[config.mk]
export PLATFORM = sky130hd
export DESIGN_NAME = mult_issue_ctrl
export DESIGN_NICKNAME = d
export VERILOG_FILES = /design/src/rtl/riscv_config_pkg.sv /design/src/rtl/riscv_core_pkg.sv /design/src/rtl/mult_issue_ctrl.sv
export SDC_FILE = /design/constraint.sdc
export NUM_CORES = 1
export LEC_CHECK = 0
export BUFFER_PORTS_ARGS = -buffer_cell sky130_fd_sc_hd__buf_2
export CELL_PAD_IN_SITES_DETAIL_PLACEMENT = 1
export CELL_PAD_IN_SITES_GLOBAL_PLACEMENT = 2
export CORE_MARGIN = 8
export CORE_UTILIZATION = 20
export CTS_BUF_LIST = sky130_fd_sc_hd__clkbuf_2
export DETAILED_ROUTE_END_ITERATION = 10
export PLACE_DENSITY = 0.95
export SLEW_MARGIN = 20
export SYNTH_ARGS = -nofsm -noshare
export SYNTH_HDL_FRONTEND = slang
export SYNTH_SLANG_ARGS = --single-unit
[constraint.sdc]
create_clock -name clk_i -period 5.8 [get_ports clk_i]
set_clock_uncertainty 0.1 [all_clocks]
set_input_delay 0.29 -clock clk_i [delete_from_list [all_inputs] [get_ports clk_i]]
set_output_delay 0.29 -clock clk_i [all_outputs]
set_load 0.05 [all_outputs]
[src/rtl/riscv_config_pkg.sv]
// Core-wide build configuration shared by the execute-stage units.
package riscv_config_pkg;

    localparam int DEFAULT_MULT_LATENCY = 2;

endpackage

[src/rtl/riscv_core_pkg.sv]
// Core types and encodings shared between the issue sequencer and the multiplier.
package riscv_core_pkg;

    typedef logic [31:0] word_t;

    typedef enum logic [1:0] {
        CAUSE_NONE    = 2'b00,
        CAUSE_ILLEGAL = 2'b01,
        CAUSE_TIMEOUT = 2'b10
    } mdu_cause_e;

    localparam logic [2:0] MUL_OP_MUL    = 3'b000;
    localparam logic [2:0] MUL_OP_MULH   = 3'b001;
    localparam logic [2:0] MUL_OP_MULHSU = 3'b010;
    localparam logic [2:0] MUL_OP_MULHU  = 3'b011;

    // Only funct3 values 0xx are multiplies; 1xx are divide/remainder.
    function automatic logic mul_op_legal(input logic [2:0] op);
        return (op[2] == 1'b0);
    endfunction

endpackage

[src/rtl/mult_issue_ctrl.sv]
// Issue/response sequencer between execute and mult_unit, with watchdog and flush.
//   state  | meaning
//   S_IDLE | no op outstanding, ready for a request
//   S_WAIT | start issued, waiting for mul_done_i or watchdog expiry
//   S_RESP | response registered, held until writeback handshakes
module mult_issue_ctrl
    import riscv_core_pkg::*;
    import riscv_config_pkg::*;
#(
    parameter int LATENCY        = DEFAULT_MULT_LATENCY,
    parameter int TIMEOUT_CYCLES = LATENCY + 4
) (
    input  logic        clk_i,
    input  logic        rst_i,
    input  logic        flush_i,
    input  logic        req_valid_i,
    output logic        req_ready_o,
    input  logic [2:0]  req_op_i,
    input  logic [31:0] req_a_i,
    input  logic [31:0] req_b_i,
    input  logic [4:0]  req_rd_i,
    output logic        mul_start_o,
    output logic [2:0]  mul_op_type_o,
    output logic [31:0] mul_a_o,
    output logic [31:0] mul_b_o,
    input  logic [31:0] mul_result_i,
    input  logic        mul_done_i,
    output logic        rsp_valid_o,
    input  logic        rsp_ready_i,
    output logic [31:0] rsp_result_o,
    output logic [4:0]  rsp_rd_o,
    output logic        rsp_exc_o,
    output logic [1:0]  rsp_cause_o,
    output logic        busy_o
);

    typedef enum logic [1:0] {
        S_IDLE = 2'b00,
        S_WAIT = 2'b01,
        S_RESP = 2'b10
    } state_e;

    localparam int            CW     = $clog2(TIMEOUT_CYCLES + 1);
    localparam logic [CW-1:0] TO_VAL = CW'(TIMEOUT_CYCLES);

    state_e     state;
    logic [CW-1:0] wd_cnt;
    logic [CW-1:0] wd_next;
    logic       timeout;
    logic       accept;
    logic       op_legal;
    logic       rsp_valid_q;
    word_t      rsp_result_q;
    logic [4:0] rsp_rd_q;
    logic       rsp_exc_q;
    mdu_cause_e rsp_cause_q;

    always_comb begin
        req_ready_o = ((state == S_IDLE) || ((state == S_RESP) && rsp_ready_i)) && !flush_i;
        accept      = req_valid_i && req_ready_o;
        op_legal    = mul_op_legal(req_op_i);
        mul_start_o = accept && op_legal;
        // The watchdog saturates so a stuck multiplier can never wrap it back to quiet.
        wd_next     = (wd_cnt == TO_VAL) ? wd_cnt : wd_cnt + CW'(1);
        timeout     = (wd_next == TO_VAL);
    end

    assign mul_op_type_o = req_op_i;
    assign mul_a_o       = req_a_i;
    assign mul_b_o       = req_b_i;

    always_ff @(posedge clk_i) begin
        if (rst_i) begin
            state        <= S_IDLE;
            wd_cnt       <= '0;
            rsp_valid_q  <= 1'b0;
            rsp_result_q <= '0;
            rsp_rd_q     <= '0;
            rsp_exc_q    <= 1'b0;
            rsp_cause_q  <= CAUSE_NONE;
        end else if (flush_i) begin
            state       <= S_IDLE;
            rsp_valid_q <= 1'b0;
        end else if (accept) begin
            rsp_rd_q <= req_rd_i;
            wd_cnt   <= '0;
            if (op_legal) begin
                state       <= S_WAIT;
                rsp_valid_q <= 1'b0;
            end else begin
                state        <= S_RESP;
                rsp_valid_q  <= 1'b1;
                rsp_result_q <= '0;
                rsp_exc_q    <= 1'b1;
                rsp_cause_q  <= CAUSE_ILLEGAL;
            end
        end else begin
            case (state)
                S_WAIT: begin
                    if (mul_done_i) begin
                        state        <= S_RESP;
                        rsp_valid_q  <= 1'b1;
                        rsp_result_q <= mul_result_i;
                        rsp_exc_q    <= 1'b0;
                        rsp_cause_q  <= CAUSE_NONE;
                    end else if (timeout) begin
                        state        <= S_RESP;
                        rsp_valid_q  <= 1'b1;
                        rsp_result_q <= '0;
                        rsp_exc_q    <= 1'b1;
                        rsp_cause_q  <= CAUSE_TIMEOUT;
                    end else begin
                        wd_cnt <= wd_next;
                    end
                end
                S_RESP: begin
                    if (rsp_ready_i) begin
                        state       <= S_IDLE;
                        rsp_valid_q <= 1'b0;
                    end
                end
                default: begin
                    state       <= S_IDLE;
                    rsp_valid_q <= 1'b0;
                end
            endcase
        end
    end

    assign rsp_valid_o  = rsp_valid_q;
    assign rsp_result_o = rsp_result_q;
    assign rsp_rd_o     = rsp_rd_q;
    assign rsp_exc_o    = rsp_exc_q;
    assign rsp_cause_o  = rsp_cause_q;
    assign busy_o       = (state != S_IDLE);

endmodule

==> flow_summary.json <==
{
  "fin_setup_tns_ns": 0,
  "worstHoldStart": "rst_i",
  "fin_area_sq_um": 2770,
  "ys_types": 39,
  "p_sw_frac": 0.278,
  "syn-num-nets": 344,
  "drive_above_1_share": 0.365,
  "hold_class": "input pin to flip-flop",
  "syn2layout_area_growth_pct": 21.2,
  "comb_power_share": 0.176,
  "drc": 0,
  "hold_viol": 0,
  "grt_pass1_wl_mm": 10.2,
  "p_clk_frac": 0.287,
  "p_int_uw": 433,
  "grt_max_degree": 35,
  "die_area_sq_um": 15100,
  "ir_drop_mv": 0.0734,
  "synth_edf_count": 0,
  "final_cell_mix": "buf_2, dfxtp_1, dlygate4sd3_1",
  "async_reset_ff_frac": 0,
  "core_sq_um": 11300,
  "stdcell_count": 428,
  "antenna_found_initial": 0,
  "worst_hold_slack_ns": 0.0764,
  "wl_mm": 6.94,
  "first_iter_violations": 72,
  "io_pins": 221,
  "firstDrtPassIters": 4,
  "yosys_warnings": 0,
  "finalSetupViolations": 0,
  "syn_inst": 232,
  "timing.rr.start": "wd_cnt[0]$_SDFFE_PP0P_",
  "cts_root_buffer": "clkbuf_2",
  "n_antenna_cell": 0,
  "start_util": 0.203,
  "seqPwrFrac": 0.537,
  "status": "complete, no violations",
  "vias": 1864,
  "rows": 39,
  "pwr_density_cell_nw_per_um2": 216,
  "dp_hpwl_mm": 4.78,
  "arrival_ns": 2.85,
  "finalCriticalPeriod_ns": 2.64,
  "portBuffers": 88,
  "htreeDepth": 2,
  "ant_nets": 0,
  "nNetsFinal": 396,
  "tightest_slew_ns": 0.985,
  "cp-end-kind": "flip-flop",
  "synth_flop_cell": "dfxtp_1",
  "die_x_microns": 123,
  "cts_tree": "yes",
  "dp_cells": 382,
  "ys_seq_elements": 45,
  "insertion_delay_ns": 0.42,
  "gp_congestion": 0.771,
  "max_slew_margin": 0.339,
  "fp.dieH_microns": 123,
  "grt_overflow": 0,
  "postSynthAreaPerCell_sq_um": 9.85,
  "worst_ep_required_time_ns": 6.01,
  "seq_area_frac_synth": 0.394,
  "power_uw": 599,
  "globalRouteTotalUtil": 0.0856,
  "grt_setup_unrepaired": "no",
  "routed_via_density": 4.36,
  "post-route-period-util": 0.456,
  "numCtsBuffers": 5,
  "max_cap_violations": 0,
  "crit_type": "flip-flop to flip-flop",
  "post_cts_resized": 0,
  "wl_per_cell_microns": 16.2,
  "cp-start-kind": "flip-flop",
  "worstSetupStartpoint": "wd_cnt[0]$_SDFFE_PP0P_",
  "cp_max_fo": 33,
  "path_clk_slew_ns": 0.24,
  "dpl_cell_area_sq_um": 2330,
  "final_common_cell": "buf_2",
  "ctsLongestPathBuffers": 2,
  "grt_pass1_vias": 2015,
  "clock-sinks": 45,
  "leakage_nw": 1.18,
  "syn-cell-area_sq_um": 2290,
  "drv_slew": 0,
  "p_sw_uw": 166,
  "fmax_mhz": 378
}
[state kept, by name (all words and copies together), names as in the netlist]
register      cells
rsp_exc_o         1
rsp_cause_o       2
state             2
wd_cnt            3
rsp_result_o     32
rsp_rd_o          5
[power by group through the flow]
stage / clock, mW / combinational, mW / sequential (mW)
2_1_floorplan: 0 / 0.155 / 0.351
3_3_place_gp: 0 / 0.0844 / 0.327
3_5_place_dp: 0 / 0.0859 / 0.328
4_1_cts: 0.185 / 0.106 / 0.322
5_1_grt: 0.199 / 0.113 / 0.323
6_report: 0.172 / 0.105 / 0.321
[worst paths after layout]
check                           depth (start not counted)                       endpoint  slack (ns)
worst max-delay path                                    7  rsp_result_o[17]$_SDFFE_PP0P_        3.16
worst min-delay path                                    2       rsp_rd_o[2]$_SDFFE_PP0P_        0.08
worst min register to register                          2         rsp_exc_o$_SDFFE_PP0P_        0.37
worst max register to register                          7  rsp_result_o[17]$_SDFFE_PP0P_        3.16
[layer usage]
metal / vias to the layer above / part of all wire / GRT usage
li1: 876 / - / -
met1: 885 / 0.37 / 0.0784
met2: 75 / 0.53 / 0.170
met3: 28 / 0.091 / 0.0311
met4: 0 / 0.016 / 0.0282
met5: - / 0 / 0
[metrics by stage]
step | setup WS, ns | utilization
after floorplan | 3.57 | -
after global placement | 2.98 | 0.206
after detailed placement | 2.85 | 0.206
after CTS | 3.17 | 0.246
after global routing | 3.04 | 0.246
final | 3.16 | 0.246
[cell families (layout without fill, tap and decap cells)]
group	Yosys count	after routing	share of synthesized area
compound gates	61	61	0.246
fa+ha+maj	2	2	0.0109
buf+inv	88	141	0.267
flops	45	45	0.394
simple gates	36	36	0.0821
[critical path, stage by stage, from the launching register on]
cell and delay, ns:
dfxtp_1 0.52, inv_1 0.11, ha_1 0.26, or3b_4 0.44
a311oi_4 0.46, o31ai_4 0.07, buf_4 0.26, a32o_1 0.30
[synth_stat cells, types with 2 or more instances]
cell type | count | area, sq um
nand2_1 | 14 | 52.6
a31oi_1 | 2 | 12.5
nor2_1 | 4 | 15.0
buf_4 | 67 | 503
clkbuf_1 | 8 | 30.0
a211oi_1 | 4 | 30.0
nand4_1 | 2 | 12.5
buf_2 | 3 | 15.0
buf_6 | 3 | 33.8
dfxtp_1 | 45 | 901
a31o_2 | 2 | 17.5
and3_1 | 2 | 12.5
nand2b_1 | 4 | 25.0
a32o_1 | 32 | 320
a21oi_1 | 11 | 55.1
inv_1 | 5 | 18.8
ha_1 | 2 | 25.0
[what timing repair did]
item | 4_1_cts | 5_1_grt
hold buffers | 38 | 0
setup buffers | 0 | 0
endpoints found under the hold margin | 39 | 0
setup endpoints to repair | 0 | 0
[area by class of cell]
type / count / area (sq um)
Fill cell: 1300 / 8500
Sequential cell: 45 / 901
Timing Repair Buffer: 127 / 828
Multi-Input combinational cell: 99 / 777
Tap cell: 143 / 179
Clock inverter: 2 / 33.8
Clock buffer: 6 / 30.0
Inverter: 6 / 22.5
Power figures use the tool's default switching activity.
